`src/rtl/fb_pkg.sv`:
```
`default_nettype none
// ============================================================================
//  Package     : fb_pkg
//  Description : Shared framebuffer video timing defaults, derived frame
//                totals, control-bundle type and the scroll-address helper.
//                Also used by the framebuffer writer.
//  Revision    : 1.0  initial release
// ============================================================================
package fb_pkg;

  // Pixel width of the framebuffer
  localparam int PIX_W_DEF  = 8;

  // Horizontal timing, in clocks
  localparam int H_ACT_DEF  = 160;
  localparam int H_FP_DEF   = 16;
  localparam int H_SYNC_DEF = 32;
  localparam int H_BP_DEF   = 48;

  // Vertical timing, in lines
  localparam int V_ACT_DEF  = 144;
  localparam int V_FP_DEF   = 3;
  localparam int V_SYNC_DEF = 4;
  localparam int V_BP_DEF   = 12;

  // Derived totals
  localparam int HT_DEF = H_ACT_DEF + H_FP_DEF + H_SYNC_DEF + H_BP_DEF;
  localparam int VT_DEF = V_ACT_DEF + V_FP_DEF + V_SYNC_DEF + V_BP_DEF;

  // Framebuffer is 256x256: 8 bits of row, 8 bits of column
  localparam int FB_AW = 16;

  // Per-pixel control bundle carried down the scanout pipeline
  typedef struct packed {
    logic act;    // inside the active window
    logic hs;     // horizontal sync
    logic vs;     // vertical sync
    logic first;  // first pixel of the frame (h=0, v=0)
  } vid_ctl_t;

  // One byte of the scrolled address: counter plus offset, wrapping at 256
  function automatic logic [7:0] scroll_byte(input logic [15:0] cnt,
                                             input logic [7:0]  off);
    logic [7:0] sum;
    sum = cnt[7:0] + off;
    return sum;
  endfunction

endpackage
`default_nettype wire

```
`src/rtl/fb_scanout_if.sv`:
```
`default_nettype none
// ============================================================================
//  Interface   : fb_scanout_if
//  Description : Framebuffer read port plus video output bundle of the
//                scanout engine. The master is the scanout engine; the slave
//                side is the framebuffer memory and display sink.
//  Revision    : 1.0  initial release
// ============================================================================
interface fb_scanout_if
  import fb_pkg::*;
#(
  parameter int B = PIX_W_DEF
);
  logic [FB_AW-1:0] fb_addr;
  logic [B-1:0]     fb_data;
  logic [B-1:0]     pix;
  logic             de;
  logic             hsync;
  logic             vsync;
  logic             frame_start;

  modport master (
    output fb_addr,
    input  fb_data,
    output pix,
    output de,
    output hsync,
    output vsync,
    output frame_start
  );

  modport slave (
    input  fb_addr,
    output fb_data,
    input  pix,
    input  de,
    input  hsync,
    input  vsync,
    input  frame_start
  );
endinterface
`default_nettype wire

```
`src/rtl/fb_timing.sv`:
```
`default_nettype none
// ============================================================================
//  Module      : fb_timing
//  Description : Horizontal/vertical raster counters and the stage-0
//                active / hsync / vsync / first-pixel decode. Counters are
//                held at (0,0) while en is low so the frame restarts cleanly.
//  Revision    : 1.0  initial release
// ============================================================================
module fb_timing
  import fb_pkg::*;
#(
  parameter int H_ACT  = H_ACT_DEF,
  parameter int H_FP   = H_FP_DEF,
  parameter int H_SYNC = H_SYNC_DEF,
  parameter int H_BP   = H_BP_DEF,
  parameter int V_ACT  = V_ACT_DEF,
  parameter int V_FP   = V_FP_DEF,
  parameter int V_SYNC = V_SYNC_DEF,
  parameter int V_BP   = V_BP_DEF,
  parameter int HW     = $clog2(H_ACT + H_FP + H_SYNC + H_BP),
  parameter int VW     = $clog2(V_ACT + V_FP + V_SYNC + V_BP)
) (
  input  logic          clk,
  input  logic          rst_n,
  input  logic          en,
  output logic [HW-1:0] h,
  output logic [VW-1:0] v,
  output vid_ctl_t      ctl
);

  localparam int HT = H_ACT + H_FP + H_SYNC + H_BP;
  localparam int VT = V_ACT + V_FP + V_SYNC + V_BP;

  logic [HW-1:0] h_q, h_d;
  logic [VW-1:0] v_q, v_d;

  // Next raster position: advance while enabled, park at (0,0) otherwise
  always_comb begin
    h_d = h_q;
    v_d = v_q;
    if (!en) begin
      h_d = '0;
      v_d = '0;
    end else if (int'(h_q) == HT - 1) begin
      h_d = '0;
      v_d = (int'(v_q) == VT - 1) ? '0 : v_q + 1'b1;
    end else begin
      h_d = h_q + 1'b1;
    end
  end

  // Raster counter registers
  always_ff @(posedge clk or negedge rst_n) begin
    if (!rst_n) begin
      h_q <= '0;
      v_q <= '0;
    end else begin
      h_q <= h_d;
      v_q <= v_d;
    end
  end

  // Stage-0 decode of the current raster position
  always_comb begin
    ctl       = '0;
    ctl.act   = en && (int'(h_q) < H_ACT) && (int'(v_q) < V_ACT);
    ctl.hs    = en && (int'(h_q) >= H_ACT + H_FP)
                   && (int'(h_q) <  H_ACT + H_FP + H_SYNC);
    ctl.vs    = en && (int'(v_q) >= V_ACT + V_FP)
                   && (int'(v_q) <  V_ACT + V_FP + V_SYNC);
    ctl.first = en && (h_q == '0) && (v_q == '0);
  end

  assign h = h_q;
  assign v = v_q;

endmodule
`default_nettype wire

```
`src/rtl/fb_scanout.sv`:
```
`default_nettype none
// ============================================================================
//  Module      : fb_scanout
//  Description : Scrolling framebuffer scanout. Generates the raster, issues a
//                registered 256x256 framebuffer read address offset by the
//                per-frame scroll, and delay-matches active/sync/first-pixel
//                so pix, de, hsync, vsync and frame_start line up three clocks
//                after the raster position that produced them.
//  Revision    : 1.0  initial release
// ============================================================================
module fb_scanout
  import fb_pkg::*;
#(
  parameter int B      = PIX_W_DEF,
  parameter int H_ACT  = H_ACT_DEF,
  parameter int H_FP   = H_FP_DEF,
  parameter int H_SYNC = H_SYNC_DEF,
  parameter int H_BP   = H_BP_DEF,
  parameter int V_ACT  = V_ACT_DEF,
  parameter int V_FP   = V_FP_DEF,
  parameter int V_SYNC = V_SYNC_DEF,
  parameter int V_BP   = V_BP_DEF
) (
  input  logic         clk,
  input  logic         rst_n,
  input  logic         en,
  input  logic [7:0]   scx,
  input  logic [7:0]   scy,
  fb_scanout_if.master bus
);

  localparam int HW = $clog2(H_ACT + H_FP + H_SYNC + H_BP);
  localparam int VW = $clog2(V_ACT + V_FP + V_SYNC + V_BP);

  logic [HW-1:0]    h;
  logic [VW-1:0]    v;
  vid_ctl_t         ctl0;

  logic [7:0]       sx_q, sx_d, sy_q, sy_d;
  logic [7:0]       sx_eff, sy_eff;
  logic [FB_AW-1:0] fb_addr_q, fb_addr_d;

  vid_ctl_t         s1_q, s1_d;   // aligned with fb_addr
  vid_ctl_t         s2_q, s2_d;   // aligned with fb_data
  vid_ctl_t         out_q, out_d; // aligned with pix
  logic [B-1:0]     pix_q, pix_d;

  fb_timing #(
    .H_ACT  (H_ACT),
    .H_FP   (H_FP),
    .H_SYNC (H_SYNC),
    .H_BP   (H_BP),
    .V_ACT  (V_ACT),
    .V_FP   (V_FP),
    .V_SYNC (V_SYNC),
    .V_BP   (V_BP),
    .HW     (HW),
    .VW     (VW)
  ) u_timing (
    .clk   (clk),
    .rst_n (rst_n),
    .en    (en),
    .h     (h),
    .v     (v),
    .ctl   (ctl0)
  );

  // Scroll capture at the frame origin; the origin pixel already uses the new value
  always_comb begin
    sx_eff    = ctl0.first ? scx : sx_q;
    sy_eff    = ctl0.first ? scy : sy_q;
    sx_d      = sx_eff;
    sy_d      = sy_eff;
    fb_addr_d = {scroll_byte(16'(v), sy_eff), scroll_byte(16'(h), sx_eff)};
  end

  // Delay-match the control bundle to the memory read; en low flushes it
  always_comb begin
    s1_d  = en ? ctl0 : '0;
    s2_d  = en ? s1_q : '0;
    out_d = en ? s2_q : '0;
    pix_d = (en && s2_q.act) ? bus.fb_data : '0;
  end

  // Scroll, address and pipeline registers
  always_ff @(posedge clk or negedge rst_n) begin
    if (!rst_n) begin
      sx_q      <= '0;
      sy_q      <= '0;
      fb_addr_q <= '0;
      s1_q      <= '0;
      s2_q      <= '0;
      out_q     <= '0;
      pix_q     <= '0;
    end else begin
      sx_q      <= sx_d;
      sy_q      <= sy_d;
      fb_addr_q <= fb_addr_d;
      s1_q      <= s1_d;
      s2_q      <= s2_d;
      out_q     <= out_d;
      pix_q     <= pix_d;
    end
  end

  assign bus.fb_addr     = fb_addr_q;
  assign bus.pix         = pix_q;
  assign bus.de          = out_q.act;
  assign bus.hsync       = out_q.hs;
  assign bus.vsync       = out_q.vs;
  assign bus.frame_start = out_q.first;

endmodule
`default_nettype wire

```
`src/flat_wrapper.sv`:
```
// flat-port wrapper written by rule: the top's interface ports become plain ports
module fb_scanout_flat import fb_pkg::*;
#(
  parameter int B      = PIX_W_DEF,
  parameter int H_ACT  = H_ACT_DEF,
  parameter int H_FP   = H_FP_DEF,
  parameter int H_SYNC = H_SYNC_DEF,
  parameter int H_BP   = H_BP_DEF,
  parameter int V_ACT  = V_ACT_DEF,
  parameter int V_FP   = V_FP_DEF,
  parameter int V_SYNC = V_SYNC_DEF,
  parameter int V_BP   = V_BP_DEF
)
  (clk, rst_n, en, scx, scy, bus_fb_addr, bus_fb_data, bus_pix, bus_de, bus_hsync, bus_vsync, bus_frame_start);
  fb_scanout_if #(.B(B)) bus_i ();
  input  logic clk;
  input  logic rst_n;
  input  logic en;
  input  logic [7:0] scx;
  input  logic [7:0] scy;
  output wire logic [$bits(bus_i.fb_addr)-1:0] bus_fb_addr;
  input wire logic [$bits(bus_i.fb_data)-1:0] bus_fb_data;
  output wire logic [$bits(bus_i.pix)-1:0] bus_pix;
  output wire logic [$bits(bus_i.de)-1:0] bus_de;
  output wire logic [$bits(bus_i.hsync)-1:0] bus_hsync;
  output wire logic [$bits(bus_i.vsync)-1:0] bus_vsync;
  output wire logic [$bits(bus_i.frame_start)-1:0] bus_frame_start;
  assign bus_fb_addr = bus_i.fb_addr;
  assign bus_i.fb_data = bus_fb_data;
  assign bus_pix = bus_i.pix;
  assign bus_de = bus_i.de;
  assign bus_hsync = bus_i.hsync;
  assign bus_vsync = bus_i.vsync;
  assign bus_frame_start = bus_i.frame_start;
  fb_scanout #(.B(B), .H_ACT(H_ACT), .H_FP(H_FP), .H_SYNC(H_SYNC), .H_BP(H_BP), .V_ACT(V_ACT), .V_FP(V_FP), .V_SYNC(V_SYNC), .V_BP(V_BP)) u_core (.clk(clk), .rst_n(rst_n), .en(en), .scx(scx), .scy(scy), .bus(bus_i));
endmodule
```
`config.mk`:
```
export PLATFORM = sky130hd
export DESIGN_NAME = fb_scanout_flat
export DESIGN_NICKNAME = d
export VERILOG_FILES = /design/src/rtl/fb_pkg.sv /design/src/rtl/fb_scanout_if.sv /design/src/rtl/fb_timing.sv /design/src/rtl/fb_scanout.sv /design/src/flat_wrapper.sv
export SDC_FILE = /design/constraint.sdc
export NUM_CORES = 1
export LEC_CHECK = 0
export CAP_MARGIN = 20
export CELL_PAD_IN_SITES_DETAIL_PLACEMENT = 1
export CELL_PAD_IN_SITES_GLOBAL_PLACEMENT = 1
export CORE_UTILIZATION = 35
export CTS_BUF_LIST = sky130_fd_sc_hd__clkbuf_8
export DETAILED_ROUTE_END_ITERATION = 16
export PLACE_DENSITY = 0.76
export SYNTH_ARGS = -nofsm -noshare
export SYNTH_HDL_FRONTEND = slang
export SYNTH_SLANG_ARGS = --single-unit
```
`constraint.sdc`:
```
create_clock -name clk -period 9 [get_ports clk]
set_clock_uncertainty 0.05 [all_clocks]
set_input_delay 1.8 -clock clk [delete_from_list [all_inputs] [get_ports clk]]
set_output_delay 1.8 -clock clk [all_outputs]
set_load 0.02 [all_outputs]
```
==> results.py <==
metrics = {
    "status": {
        "outcome": "finished, final reports clean",
    },
    "worst_setup_path": {
        "slowest_delay_ns": 0.90,
        "arrival_ns": 5.69,
        "critPathCaptureType": "register",
        "path_cells": "clkdlybuf4s50_1 > or4b_4 > nor4b_1 > and3_1 > nand2_1 > nand2_1 > ha_1 > inv_1 > fa_1 > o21ai_0 > a21o_1 > a21oi_1 > xnor2_1",
        "path_max_fanout": 26,
        "critPathTopFamily": "simple AND/OR/NAND/NOR gates",
        "critPathRequiredTime_ns": 9.18,
        "worstSetupPathType": "input port to register",
        "crit_slowest_cell": "clkdlybuf4s50_1",
        "path_buf_inv": 2,
        "start_kind": "input port",
        "path_common_cell": "nand2_1",
    },
    "synth": {
        "async_flop_share": 1.000,
        "ys_ff_latch": 68,
        "synthesis.nets": 330,
        "synth-seq-area-share": 0.5457,
        "syn-cell-area_mm2": 0.003118,
        "syn_avg_cell_area_um2": 11.14,
        "synthCells": 280,
        "synth_largest_area_cell": "dfrtp_1",
        "synth_edf_count": 0,
        "synth_top_area_share": 0.5457,
        "synthTopCellsByArea": "dfrtp_1 (55%), ha_1 (8.4%), nand2_1 (6.0%)",
        "ys_warn_count": 0,
        "synth_ff_type": "dfrtp_1",
        "synth_cell_types": 41,
    },
    "routing": {
        "routed_wl_mm": 6.687,
        "via_per_inst": 4.887,
        "drtAntennaViolNets": 0,
        "drcViolationCount": 0,
        "drtIter0Drc": 75,
        "wl_per_cell_um": 14.86,
        "firstDrtPassIters": 4,
        "vias": 2199,
    },
    "clock_network": {
        "clkTransAtPathRegs_ns": 0.07,
        "cts_setup_buffers": 0,
        "hold_buffers": 0,
        "htree_num_levels": 3,
        "cts.repair.resized": 0,
        "clkSinkCount": 68,
        "cts_tree": "done",
        "cts_root_buffer": "clkbuf_8",
        "cts_buffers": 9,
        "cts.path.max_buffers": 2,
        "clk_latency_ns": 0.34,
    },
    "global_route": {
        "grt_use_met1": 0.2066,
        "globalRouteOverflowTotal": 0,
        "grt_util_met2": 0.2730,
        "top_usage_layer": "met2",
        "grt_usage": 0.1641,
        "antenna_found_initial": 0,
        "grt_start_max_net_pins": 69,
        "met3_usage": 0.03678,
        "grt_pass1_wl_mm": 11.37,
        "grt_pass1_vias": 2351,
    },
    "final_layout": {
        "areaGrowthSynthToFinish_pct": 27.05,
        "layoutNonFillerInstCount": 450,
        "antenna_cells": 0,
        "final_nets": 387,
        "fin_area_mm2": 0.003961,
        "drive_gt1_frac": 0.07310,
    },
    "place": {
        "io_buffers": 54,
        "gp_congestion": 0.7465,
        "place_area_mm2": 0.003760,
        "post-place-cells": 434,
        "hpwl_mm": 4.638,
    },
    "floorplan": {
        "die-height_um": 96.39,
        "io_pins": 55,
        "die_area_mm2": 0.009290,
        "rows": 34,
        "chipWidth_um": 96.39,
        "core-area_mm2": 0.008678,
        "start_util": 0.3593,
    },
    "timing": {
        "setup_violations": 0,
        "worst_slew_pin_slew_ns": 0.9037,
        "period_minus_slack_ns": 5.515,
        "final-hold-violation-count": 0,
        "rsz0062_at_grt": "no",
        "slew_headroom": 0.3896,
        "drv_slew": 0,
        "max_freq_mhz": 181.3,
        "fin_crit_sh": 0.6128,
        "fin_tns_setup_ns": 0,
    },
    "run": {
        "drv_cap": 0,
    },
    "power_and_ir_drop": {
        "p_per_area_mw_per_mm2": 196.5,
        "power.static_leakage_nw": 1.934,
        "max-vdd-ir-drop_v": 0.00007891,
    },
    "worst_hold_path": {
        "holdCritPathClass": "register to register",
    },
}
## stage by stage
stage	setup WS, ns	hold WS, ns	power (W)	utilization
floorplan	4.613	0.3837	0.0004552	-
detailed placement	3.077	0.3947	0.0005331	0.4332
global placement	3.261	0.3874	0.0005278	0.4332
global route	3.221	0.4319	0.0008247	0.4565
finish	3.485	0.4072	0.0007783	0.4565
CTS	3.441	0.4119	0.0007899	0.4565
## placed cells by master (no fill, tap or decap), types with 5 or more instances in the layout
cell type and instances:
a21oi_1 8, and2_1 11, and3_1 13, clkbuf_8 10, clkdlybuf4s50_1 53, dfrtp_1 68, ha_1 21, inv_1 11
nand2_1 50, nand3_1 6, nor2_1 9, o21ai_0 5, xnor2_1 13, xor2_1 10
## worst paths after layout
kind                                      start                      to  slack (ns)  cells past startpoint
hold / removal                   u_core.s2_q[2]        u_core.bus.hsync        0.41                      1
setup / recovery                             en  u_core.bus.fb_addr[14]        3.48                     13
hold reg to reg                  u_core.s2_q[2]        u_core.bus.hsync        0.41                      1
max in group asynchronous                 rst_n          u_core.sy_q[7]        6.75                      2
setup reg to reg           u_core.u_timing.v[3]  u_core.bus.fb_addr[14]        5.30                     12
min in group asynchronous                 rst_n    u_core.u_timing.v[3]        1.59                      2
## worst reg2reg max path: cells and delay by family (launching register included)
kind | cells | cell delay (ns)
fa+ha+maj | 2 | 0.58
flops | 1 | 0.51
xor+xnor | 1 | 0.13
buf+inv | 1 | 0.06
simple gates | 5 | 1.72
compound gates | 3 | 0.55
## where the power goes
part	switching (W)	internal [W]
sequential	0.0000126	0.000344
clock	0.000118	0.000135
combinational	0.0000896	0.0000794
## metal layers
| layer | wire length [um] | vias to the layer above |
|---|---|---|
| met5 | 0 | - |
| met4 | 114 | 0 |
| met3 | 184 | 11 |
| met2 | 3375 | 31 |
| met1 | 3013 | 1099 |
| li1 | - | 1058 |
## synth_stat cells, drive strengths merged, types with 7 or more instances
cell type,number
clkbuf,7
inv,11
nand2,50
xor2,10
ha,21
and3,13
dfrtp,68
o21ai,7
xnor2,13
a21oi,8
nor2,9
and2,11
## kinds of logic after synthesis
| logic type | Yosys count | share of synthesized area |
|---|---|---|
| and+or+nand+nor | 108 | 0.1790 |
| AOI/OAI and AO/OA | 33 | 0.07022 |
| muxes | 4 | 0.01605 |
| buffers and inverters | 21 | 0.02729 |
| xor gates and xnor gates | 23 | 0.06461 |
| adders and majority gates | 23 | 0.09711 |
| DFF | 68 | 0.5457 |
## area by class of cell
type	instances	area, um2
Clock inverter	6	63.81
Timing Repair Buffer	56	550.5
Fill cell	966	4717
Tap cell	108	135.1
Sequential cell	68	1702
Clock buffer	10	137.6
Inverter	11	41.29
Multi-Input combinational cell	191	1331
## registers in the layout, indices dropped and copies added, names as in the netlist, 4 cells and up
| signal | cells |
|---|---|
| u_core.s2_q | 4 |
| u_core.s1_q | 4 |
| u_core.u_timing.v | 8 |
| u_core.bus.fb_addr | 16 |
| u_core.sx_q | 8 |
| u_core.u_timing.h | 8 |
| u_core.bus.pix | 8 |
| u_core.sy_q | 8 |
Power figures use the tool's default switching activity.
